### config.mk
export PLATFORM = sky130hd
export DESIGN_NAME = tdm_demux
export DESIGN_NICKNAME = d
export VERILOG_FILES = /design/src/rtl/tdm_demux_pkg.sv /design/src/rtl/tdm_demux.sv
export SDC_FILE = /design/constraint.sdc
export NUM_CORES = 1
export LEC_CHECK = 0
export BUFFER_PORTS_ARGS = -buffer_cell sky130_fd_sc_hd__buf_2
export CAP_MARGIN = 25
export CORE_ASPECT_RATIO = 0.75
export CORE_UTILIZATION = 46
export DETAILED_ROUTE_END_ITERATION = 16
export PLACE_DENSITY = 0.71
export SKIP_LAST_GASP = 1
export SLEW_MARGIN = 15
export SYNTH_ARGS = -nofsm -noshare
export SYNTH_HDL_FRONTEND = slang
export SYNTH_SLANG_ARGS = --single-unit
### constraint.sdc
create_clock -name clk -period 1.25 [get_ports clk]
set_input_delay 0.125 -clock clk [delete_from_list [all_inputs] [get_ports clk]]
set_output_delay 0.125 -clock clk [all_outputs]
set_load 0.01 [all_outputs]
### src/rtl/tdm_demux_pkg.sv
// Shared constants and FSM state type for the TDM demultiplexer.
// Imported by the top module.
package tdm_demux_pkg;
  localparam int WIDTH = 4;
  localparam int LANES = 4;
  localparam int SEL_W = 2;

  typedef enum logic {
    IDLE = 1'b0,
    RECV = 1'b1
  } state_t;
endpackage

### src/rtl/tdm_demux.sv
// TDM demultiplexer: collects four serialized slot words into shadow registers
// and loads the a..d lanes atomically when the slot-3 word arrives.
module tdm_demux #(
  parameter int WIDTH = tdm_demux_pkg::WIDTH,
  parameter int LANES = tdm_demux_pkg::LANES
) (
  input  logic                       clk,
  input  logic                       reset,
  input  logic [WIDTH-1:0]           din,
  input  logic                       din_valid,
  input  logic                       sof,
  input  logic                       enable,
  output logic [WIDTH-1:0]           a,
  output logic [WIDTH-1:0]           b,
  output logic [WIDTH-1:0]           c,
  output logic [WIDTH-1:0]           d,
  output logic [1:0]                 sel,
  output logic                       frame_done,
  output logic                       frame_err,
  output tdm_demux_pkg::state_t      dbg_state
);
  import tdm_demux_pkg::*;

  // Handshake: a word is accepted on a rising edge when din_valid=1 and
  // enable=0; there is no backpressure, and sof is ignored unless din_valid=1.

  state_t             r_state;
  state_t             w_state_nxt;
  logic [SEL_W-1:0]   r_sel;
  logic [SEL_W-1:0]   w_sel_nxt;
  logic [WIDTH-1:0]   r_shadow [LANES-1];
  logic [LANES-2:0]   w_shadow_we;
  logic               w_load;
  logic               w_done_nxt;
  logic               w_err_nxt;
  logic [WIDTH-1:0]   r_a, r_b, r_c, r_d;
  logic               r_done, r_err;

  always_comb begin
    w_state_nxt = r_state;
    w_sel_nxt   = r_sel;
    w_shadow_we = '0;
    w_load      = 1'b0;
    w_done_nxt  = 1'b0;
    w_err_nxt   = 1'b0;
    if (enable) begin
      w_state_nxt = IDLE;
      w_sel_nxt   = '0;
    end else if (din_valid) begin
      case (r_state)
        IDLE: begin
          if (sof) begin
            w_shadow_we[0] = 1'b1;
            w_sel_nxt      = 2'd1;
            w_state_nxt    = RECV;
          end else begin
            w_err_nxt = 1'b1;
          end
        end
        RECV: begin
          if (sof) begin
            // Early sof restarts the frame with this word as slot 0.
            w_err_nxt      = 1'b1;
            w_shadow_we[0] = 1'b1;
            w_sel_nxt      = 2'd1;
          end else if (r_sel == 2'd3) begin
            w_load      = 1'b1;
            w_done_nxt  = 1'b1;
            w_sel_nxt   = '0;
            w_state_nxt = IDLE;
          end else begin
            w_shadow_we[r_sel] = 1'b1;
            w_sel_nxt          = r_sel + 2'd1;
          end
        end
        default: w_state_nxt = IDLE;
      endcase
    end
  end

  always_ff @(posedge clk) begin
    if (reset) begin
      r_state <= IDLE;
      r_sel   <= '0;
      r_done  <= 1'b0;
      r_err   <= 1'b0;
      r_a     <= '0;
      r_b     <= '0;
      r_c     <= '0;
      r_d     <= '0;
      for (int i = 0; i < LANES - 1; i++) r_shadow[i] <= '0;
    end else begin
      r_state <= w_state_nxt;
      r_sel   <= w_sel_nxt;
      r_done  <= w_done_nxt;
      r_err   <= w_err_nxt;
      if (enable) begin
        r_a <= '0;
        r_b <= '0;
        r_c <= '0;
        r_d <= '0;
        for (int i = 0; i < LANES - 1; i++) r_shadow[i] <= '0;
      end else begin
        for (int i = 0; i < LANES - 1; i++) begin
          if (w_shadow_we[i]) r_shadow[i] <= din;
        end
        // Slot 3 bypasses the shadow so the lanes update in the accepting edge.
        if (w_load) begin
          r_a <= r_shadow[0];
          r_b <= r_shadow[1];
          r_c <= r_shadow[2];
          r_d <= din;
        end
      end
    end
  end

  assign a          = r_a;
  assign b          = r_b;
  assign c          = r_c;
  assign d          = r_d;
  assign sel        = r_sel;
  assign frame_done = r_done;
  assign frame_err  = r_err;
  assign dbg_state  = r_state;
endmodule

# Yosys cells after proc, flatten, opt, wreduce, memory -nomap -nowiden
# Memories as Yosys holds them, arrays and structs flattened. A register that Yosys moved wholly into a read port is not among the register bits.
# Index checks and enable logic that the tools add are counted.
[word_totals]
n_memories = 1
in_bits = 9
elab_cells = 70
ramBits = 12
out_inout_bits = 21
ff_bits = 9
[op_classes]
eq_ne = 2
magnitude_cmp = 2
add_sub_neg = 1
n_bitwise = 8
n_mux = 47
n_reduce_logical = 4
[mem_list]
columns = ["name", "depth", "word_bits", "rd", "rd_clocked_by_memory_dff", "wr", "line", "rtl"]
rows = [
  ["r_shadow", 3, 4, 3, 3, 3, "tdm_demux.sv:31", "logic [WIDTH-1:0] r_shadow [LANES-1];"],
]
[op_table]
columns = ["cell", "count"]
rows = [
  ["$mux W1", 28],
  ["$mux W4", 6],
  ["$mux W2", 5],
  ["$mux W3", 3],
  ["$or A1 B1 Y1", 6],
  ["$pmux W1 S2", 3],
  ["$pmux W2 S2", 1],
  ["$lt A2 B3 Y1 const B", 1],
  ["$reduce_or A3 Y1", 1],
  ["$add A2 B1 Y2 const B", 1],
  ["$demux W1 S2", 1],
  ["$eq A2 B2 Y1 const B", 1],
  ["$ge A2 B1 Y1 const B", 1],
  ["$ne A2 B2 Y1 const B", 1],
  ["$not A1 Y1", 2],
  ["$reduce_and A2 Y1", 1],
  ["$reduce_or A2 Y1", 1],
  ["$logic_and A1 B1 Y1", 1],
]

# Longest topological paths before layout
# Gate-level depths: netlist of run 1.
[depth]
depth_word = 14
mapped_depth = 6
mapped_depth_nobuf = 5

# Worst setup path before layout of run 1
# No wires, ideal clock.
[synth_path]
path_type = "reg2reg"
from = "reg r_sel[0] (netlist: sel[0])"
to = "mem r_shadow[0][0], data pin"
required_time_ns = 0.989
path_stages_with_launch = 6
path_buffers = 0
arrival_ns = 1.176
setup_time_ns = 0.261
slack_ns = -0.187
period_less_slack_ns = 1.437
cell_sequence = "dfxtp_1 -> inv_1 -> ha_1 -> a21oi_1 -> o32ai_2 -> and2_1"
[synth_rtl]
columns = ["element", "line", "rtl"]
rows = [
  ["from (decl)", "tdm_demux.sv:29", "logic [SEL_W-1:0] r_sel;"],
  ["from (signal assigned)", "tdm_demux.sv:94", "r_sel <= w_sel_nxt;"],
  ["to (decl)", "tdm_demux.sv:31", ""],
]

==> results of run 1 <==
## routing by layer
metal | global-route usage (%) | vias to the layer above | routed length (microns)
met1 | 26.2 | 451 | 1320
met4 | 12.7 | 0 | 94
met3 | 8.10 | 12 | 194
met5 | 0 | - | 0
li1 | - | 506 | -
met2 | 33.2 | 38 | 1310
## power by group through the flow
| stage | Combinational (W) | Clock (W) | Sequential, W |
|---|---|---|---|
| floorplan | 0.0000536 | 0 | 0.00117 |
| global placement | 0.0000949 | 0 | 0.00117 |
| detailed placement | 0.0000972 | 0 | 0.00117 |
| CTS | 0.000109 | 0.000813 | 0.00115 |
| global route | 0.000125 | 0.000861 | 0.00115 |
| finish | 0.000116 | 0.000803 | 0.00115 |
## worst min-delay path, stage by stage
cell and delay (ns):
buf_2 0.10, nand2_1 0.05, a21oi_1 0.05
## layout make-up
type / count / area, sq um / area share [%]
Timing Repair Buffer: 41 / 260 / 15.0
Multi-Input combinational cell: 81 / 534 / 30.8
Inverter: 5 / 21.3 / 1.22
Clock buffer: 7 / 86.3 / 4.97
Tap cell: 36 / 45.0 / 2.59
Sequential cell: 33 / 790 / 45.5
## worst min path at each step
stage	start	cells after the start	to	slack [ns]
2_1_floorplan	din[0]	2	d[0]$_SDFFE_PP0P_	0.26
3_3_place_gp	din[2]	3	d[2]$_SDFFE_PP0P_	0.38
3_5_place_dp	din[2]	3	d[2]$_SDFFE_PP0P_	0.39
4_1_cts	din[2]	3	d[2]$_SDFFE_PP0P_	0.1
5_1_grt	din[2]	3	d[2]$_SDFFE_PP0P_	0.11
6_report	din[2]	3	d[2]$_SDFFE_PP0P_	0.1
## per-stage QoR
step / hold slack [ns] / total power [W] / area [sq um]
2_1_floorplan: 0.261 / 0.00122 / 1320
3_3_place_gp: 0.383 / 0.00127 / 1570
3_5_place_dp: 0.391 / 0.00127 / 1570
4_1_cts: 0.0955 / 0.00207 / 1720
5_1_grt: 0.106 / 0.00214 / 1740
6_report: 0.0972 / 0.00207 / 1740
## sequential cells by signal, indices dropped and copies added (netlist names), 2 cells and up
name and flops:
b 4, sel 2, a 4, c 4, r_shadow 12, d 4
## kinds of logic after synthesis
logic type,synth area share [%]
adder cells (fa/ha/maj),4.80
flip-flops,59.9
AND/OR/NAND/NOR,18.3
AO/OA/AOI/OAI,11.8
buffers and inverters,5.09
## what timing repair did
action                                  4_1_cts  5_1_grt
buffers inserted                              1        0
endpoints found under the setup margin       28       42
pin swaps                                     6        2
gates resized for setup                      15        5
## placed cells by master (no fill, tap or decap), drive strengths merged
cell	instances
o32ai	1
nor2	4
nand3	1
nor3	2
a21oi	18
or3b	1
nand2	33
inv	5
nor2b	2
edfxtp	12
dfxtp	21
a31o	2
ha	5
buf	41
nand4b	1
nand3b	1
o21bai	1
or2	1
and2	4
o21ai	1
a22oi	1
o211a	1
clkbuf	7
and4b	1
==> reports/summary.txt, run 1 <==
run status: finished with violations
failing checks: negative setup slack
number of synthesized flops with an enable pin: 12
syn_area_per_cell: 10.3 sq um
Most used DFF post-synth: dfxtp_1
crit path DAT: 1.36 ns
Critical Path Sink: r_shadow[0][4]$_DFFE_PP_
Commonest cells post-synth: 33 x nand2_1, 21 x dfxtp_1, 18 x a21oi_1
Routed Antenna Nets: 0
Seq pwr share: 55.6%
GPL Wtd Cong: 0.773
initial core utilization: 49.3%
global route total overflow: 0
Syn. warnings: 0
area of the mapped netlist: 0.00130 sq mm
r2r setup slk: -0.08 ns
clock network power share: 38.8%
Finished Layout Cells: 203
CP endpoint kind: register
Synth Register Bits: 33
CTS tree: built
Fmax: 754 MHz
I/O pins: 30
FF-to-FF Start: sel[0]$_SDFFE_PP0P_
Hold WC Path Type: input port to register
Final Hold Vio Count: 0
cell taking the most area after synthesis: dfxtp_1
Finish-stage setup viols: 22
drt first pass iters: 4
vias post-DR: 1007
cell row count: 16
RSZ-0062 raised after global routing: yes
hold buffer count at CTS: 0
cell with the most instances after synthesis: nand2_1
Final TNS setup: -0.902 ns
vias in the first global route: 894
number of I/O port buffers: 29
cell family with most CP delay: flip-flops
Layout Nets: 181
Max VDD drop: 0.000688 V
clk sink count: 33
H-Tree Depth: 2
internal cell power: 0.00162 W
first-pass GRT wire length: 4520 microns
initial DRC count: 23
Post-synth ARST share: 0%
syn_nets: 140
GRT Total Usage: 21.4%
Cells after Synth: 126
root buf cell: clkbuf_8
Psw: 0.000445 W
CP required: 1.29 ns
total of max-cap violations: 0
Critical Path Fanout Max: 4
final setup margin: -0.0758 ns
DP Cell Count: 195
Leakage: 0.728 nW
chip height: 48.1 microns
ant diodes: 0
Final Skew: 0.00760 ns
Comb pwr share: 5.6%
sw frac: 21.5%
Worst path max stage delay: 0.38 ns
WL final: 2920 microns
cell depth of the worst setup path: 5
HPWL after DPL: 1960 microns
Tmin final: 1.33 ns
routed length per instance: 14.4 microns
vias per cell: 4.96
CP Launch Type: register
filler instances: 205
Place WS: -0.114 ns
largest net degree at the start of global routing: 18
Worst Setup Path Type: register to register
PwrDens: 1190 mW/mm^2
FF-to-FF path depth: 5
crit path launch: sel[0]$_SDFFE_PP0P_
CTS Buf Count: 5
Slew Limit Headroom: 80.5%
register area share after synthesis: 59.9%
Synth area leaders: dfxtp_1 32%, edfxtp_1 28%, nand2_1 9.5%
Core Util, Final: 65.7%
DIE WIDTH: 63.4 microns
worst path cell trace: inv_4, ha_4, a21oi_4, o32ai_4, and2_4
Least-Margin Pin Slew: 0.292 ns
Worst path slowest cell: dfxtp_4
latest clock arrival within the worst-skew pair: 0.28 ns
core area: 0.00264 sq mm
post-synth top area share: 32.3%
Final Cycle Share: 106%
area delta synth->final: 33.3%
DR DRC count: 0
die footprint: 0.00305 sq mm
clock-pin slew on the worst setup and hold paths: 0.07 ns
initial antenna violation count: 0
share of cells above drive strength 1: 41.3%
Final Max Slew Viols: 0
Buf/Inv on CP: 1
R2R Path End: r_shadow[0][4]$_DFFE_PP_
CTS max path bufs: 2
Distinct cells, synth: 26
(Power assumes the default switching activity.)
==> run 2: changes to the inputs <==
--- a/config.mk
+++ b/config.mk
@@ -8,9 +8,11 @@
 export BUFFER_PORTS_ARGS = -buffer_cell sky130_fd_sc_hd__buf_2
 export CAP_MARGIN = 25
 export CORE_ASPECT_RATIO = 0.75
-export CORE_UTILIZATION = 46
+export CORE_MARGIN = 2
+export CORE_UTILIZATION = 51
 export DETAILED_ROUTE_END_ITERATION = 16
-export PLACE_DENSITY = 0.71
+export PLACE_DENSITY = 0.74
+export REMOVE_ABC_BUFFERS = 1
 export SKIP_LAST_GASP = 1
 export SLEW_MARGIN = 15
 export SYNTH_ARGS = -nofsm -noshare
==> constraint.sdc (replaced) <==
create_clock -name clk -period 1.5 [get_ports clk]
set_input_delay 0.15 -clock clk [delete_from_list [all_inputs] [get_ports clk]]
set_output_delay 0.15 -clock clk [all_outputs]
set_load 0.01 [all_outputs]
==> reports/summary.txt, run 2 (synthesis results as in run 1) <==
initial DRC count: 50
DIE WIDTH: 62.4 microns
Reg with most FFs: r_shadow
Final Max Slew Viols: 0
chip height: 47.8 microns
CP endpoint kind: register
first-pass GRT wire length: 4130 microns
Fmax: 711 MHz
GPL Wtd Cong: 0.810
cell family with most CP delay: flip-flops
Place WS: -0.0360 ns
Least-Margin Pin Slew: 0.377 ns
Worst Setup Path Type: register to register
Hold WC Path Type: input port to register
DR DRC count: 0
hold buffer count at CTS: 0
crit path launch: sel[0]$_SDFFE_PP0P_
H-Tree Depth: 2
total of max-cap violations: 0
final setup margin: 0.0937 ns
Critical Path Fanout Max: 6
WL final: 2550 microns
I/O pins: 30
clk sink count: 33
Slew Limit Headroom: 74.9%
Routed Antenna Nets: 0
DP Cell Count: 187
share of cells above drive strength 1: 29.2%
Max VDD drop: 0.000672 V
ant diodes: 0
Final Hold Vio Count: 0
CTS tree: built
latest clock arrival within the worst-skew pair: 0.33 ns
core area: 0.00236 sq mm
root buf cell: clkbuf_4
CTS Buf Count: 5
number of I/O port buffers: 29
initial antenna violation count: 0
RSZ-0062 raised after global routing: no
cell row count: 15
Final Cycle Share: 93.8%
Finished Layout Cells: 195
Layout Nets: 174
Worst path max stage delay: 0.38 ns
initial core utilization: 55.1%
vias in the first global route: 894
Final Skew: 0.00929 ns
run status: finished clean
worst path cell trace: inv_1, ha_1, a21oi_2, o32ai_2, and2_1
FF-to-FF Start: sel[0]$_SDFFE_PP0P_
Buf/Inv on CP: 1
Finish-stage setup viols: 0
global route total overflow: 0
Tmin final: 1.41 ns
most frequent cells in the layout: 33 x nand2_1, 29 x buf_2, 19 x dfxtp_1, 17 x a21oi_1, 12 x edfxtp_1
area delta synth->final: 21.0%
hold slack final: 0.0635 ns
PwrDens: 1060 mW/mm^2
CP Launch Type: register
clock-pin slew on the worst setup and hold paths: 0.09 ns
CP required: 1.58 ns
routed length per instance: 13.1 microns
HPWL after DPL: 1820 microns
GRT Total Usage: 19.1%
max reg flops: 12
vias per cell: 4.90
vias post-DR: 956
die footprint: 0.00298 sq mm
largest net degree at the start of global routing: 18
crit path DAT: 1.49 ns
Worst path slowest cell: dfxtp_4
Leakage: 0.668 nW
hold_sp: din[0]
CTS max path bufs: 2
drt first pass iters: 4
commonest non-fill, non-tap cell in the layout: nand2_1
Final TNS setup: 0 ns
## run 2: cell count changes in the layout (fill, tap and decap cells not counted), moves of 2 or more
cell      delta
clkbuf_8     -6
ha_4         -2
ha_1         +4
inv_1        +2
clkbuf_4     +5
and2_1       +4
ha_2         -2
nor2b_2      -2
buf_4        -6
nor2b_1      +2
and2_4       -4
## run 2: what timing repair did
item | CTS | global route
cloned | 0 | 0
buffers inserted | 0 | 0
gates resized for setup | 2 | 2
setup endpoints to repair | 12 | 3
pin swaps | 0 | 0
## run 2: through the flow
step           cell area [sq um]  util, %  power (W)
3_3_place_gp                1490     63.1    0.00105
6_report                    1580     66.7    0.00167
3_5_place_dp                1490     63.1    0.00105
2_1_floorplan               1250        -    0.00101
4_1_cts                     1570     66.5    0.00168
5_1_grt                     1580     66.7    0.00173
## run 2: layout make-up
| class | count | area [sq um] |
|---|---|---|
| inverter | 5 | 18.8 |
| timing repair buffer | 34 | 195 |
| sequential | 33 | 786 |
| clock buffer | 6 | 41.3 |
| clock inverter | 2 | 33.8 |
| fill | 216 | 788 |
| tap | 34 | 42.5 |
| multi-input combinational | 81 | 459 |
## run 2: path summary, 6_finish.rpt
path / end / slack, ns / cells past startpoint
worst max register to register: r_shadow[0][1]$_DFFE_PP_ / 0.09 / 5
worst min register to register: a[1]$_SDFFE_PP0P_ / 0.46 / 2
worst max-delay path: r_shadow[0][1]$_DFFE_PP_ / 0.09 / 5
worst min-delay path: d[0]$_SDFFE_PP0P_ / 0.06 / 3
## run 2: tightest hold or removal path, cell delays in order
cell and delay, ns:
buf_2 0.11, nand2_1 0.05, a21oi_1 0.05
## run 2: report_power, final
| group | switching [W] | internal [W] | total (W) |
|---|---|---|---|
| Combinational | 0.0000448 | 0.0000308 | 0.0000756 |
| Sequential | 0.00000987 | 0.000946 | 0.000956 |
| Clock | 0.000295 | 0.000347 | 0.000642 |
## run 2: metal layers
layer	global-route usage [%]	part of all wire, %	routed length, microns
met5	0	0	0
met4	8.89	1.4	36
met3	6.59	4.8	123
met2	32.2	46	1160
met1	23.4	48	1230
==> run 3: changes to the inputs <==
==> constraint.sdc (replaced) <==
create_clock -name clk -period 1.5 [get_ports clk]
set_input_delay 0.3 -clock clk [delete_from_list [all_inputs] [get_ports clk]]
set_output_delay 0.3 -clock clk [all_outputs]
set_load 0.01 [all_outputs]
==> reports/summary.txt, run 3 (synthesis results as in run 1) <==
Slew Limit Headroom: 79.9%
H-Tree Depth: 2
CP required: 1.58 ns
postcts setup bufs: 0
Core Util, Final: 67.0%
HPWL after DPL: 1870 microns
Reg with most FFs: r_shadow
initial antenna violation count: 0
initial DRC count: 42
PwrDens: 1090 mW/mm^2
Hold WC Path Type: input port to register
clock-pin slew on the worst setup and hold paths: 0.10 ns
Fmax: 716 MHz
Final Hold Vio Count: 0
Worst Setup Path Type: register to register
CTS tree: built
Least-Margin Pin Slew: 0.301 ns
max reg flops: 12
most frequent cells in the layout: 33 x nand2_1, 29 x buf_2, 18 x dfxtp_1, 17 x a21oi_1, 12 x edfxtp_1
vias post-DR: 961
Worst path max stage delay: 0.38 ns
largest net degree at the start of global routing: 18
latest clock arrival within the worst-skew pair: 0.33 ns
hold buffer count at CTS: 0
CP Launch Type: register
Final Skew: 0.00608 ns
Met3 Wirelength: 160 microns
cell row count: 15
total of max-cap violations: 0
core area: 0.00236 sq mm
r2r setup slk: 0.10 ns
area delta synth->final: 21.7%
met2 wire length: 1170 microns
Routed Antenna Nets: 0
ant diodes: 0
drt first pass iters: 4
vias in the first global route: 856
Max VDD drop: 0.000752 V
run status: finished clean
die footprint: 0.00298 sq mm
Buf/Inv on CP: 1
first-pass GRT wire length: 4140 microns
cell family with most CP delay: flip-flops
WL final: 2560 microns
commonest non-fill, non-tap cell in the layout: nand2_1
GPL Wtd Cong: 0.824
worst path cell trace: inv_1, ha_1, a21oi_2, o32ai_2, and2_1
GRT Total Usage: 19.6%
I/O pins: 30
number of I/O port buffers: 29
CTS Buf Count: 5
chip height: 47.8 microns
initial core utilization: 55.1%
Critical Path Fanout Max: 6
CTS max path bufs: 2
Layout Nets: 174
CP endpoint kind: register
global route total overflow: 0
vias per cell: 4.93
clk sink count: 33
wl on met1: 1210 microns
Finish-stage setup viols: 0
Tmin final: 1.40 ns
Worst path slowest cell: dfxtp_2
Final Power: 0.00173 W
Top Metal Used: met4
routed length per instance: 13.1 microns
RSZ-0062 raised after global routing: no
crit path DAT: 1.48 ns
Final Cycle Share: 93.1%
root buf cell: clkbuf_4
Final Max Slew Viols: 0
share of cells above drive strength 1: 30.4%
DIE WIDTH: 62.4 microns
Leakage: 0.673 nW
DR DRC count: 0
[run 3: timing repair]
action	CTS	global route
gates resized for setup	1	3
hold endpoints to repair	0	0
endpoints found under the setup margin	6	17
[run 3: routing by layer]
layer | GRT usage, % | up-vias
met3 | 6.82 | 4
li1 | - | 492
met5 | 0 | -
met2 | 30.7 | 33
met1 | 25.6 | 432
met4 | 9.33 | 0
[run 3: through the flow]
| stage | std cells | hold WS, ns | cell area, sq um | TNS (ns) | setup slack, ns |
|---|---|---|---|---|---|
| final | 195 | 0.215 | 1590 | 0 | 0.104 |
| after global routing | 195 | 0.218 | 1590 | 0 | 0.00622 |
| after CTS | 195 | 0.203 | 1580 | 0 | 0.00396 |
| after detailed placement | 187 | 0.444 | 1490 | -0.00807 | -0.00270 |
| after global placement | 187 | 0.441 | 1490 | 0 | 0.0726 |
| after floorplan | 119 | 0.436 | 1250 | 0 | 0.0438 |
[run 3: path summary, 6_finish.rpt]
path,from,endpoint,depth (start not counted)
setup / recovery,sel[0]$_SDFFE_PP0P_,r_shadow[0][9]$_DFFE_PP_,5
hold / removal,din[0],d[0]$_SDFFE_PP0P_,3
hold reg to reg,c[0]$_SDFFE_PP0P_,c[0]$_SDFFE_PP0P_,2
setup reg to reg,sel[0]$_SDFFE_PP0P_,r_shadow[0][9]$_DFFE_PP_,5
[run 3: area by class of cell]
type,count,area (sq um)
Sequential cell,33,785
Fill cell,201,779
Multi-Input combinational cell,81,459
Timing Repair Buffer,34,195
Clock buffer,7,55.1
Tap cell,34,42.5
Clock inverter,1,30.0
Inverter,5,18.8
[run 3: worst register-to-register path, cell delays in order, from the launching register on]
cell and delay, ns:
dfxtp_2 0.38, inv_1 0.07, ha_1 0.21, a21oi_2 0.17, o32ai_2 0.11, and2_1 0.20
[run 3: report_power, final]
part	total (W)	switching [W]	internal (W)
Combinational	0.0000754	0.0000446	0.0000308
Clock	0.000692	0.000294	0.000398
Sequential	0.000957	0.00000992	0.000948
Total	0.00173	0.000349	0.00138
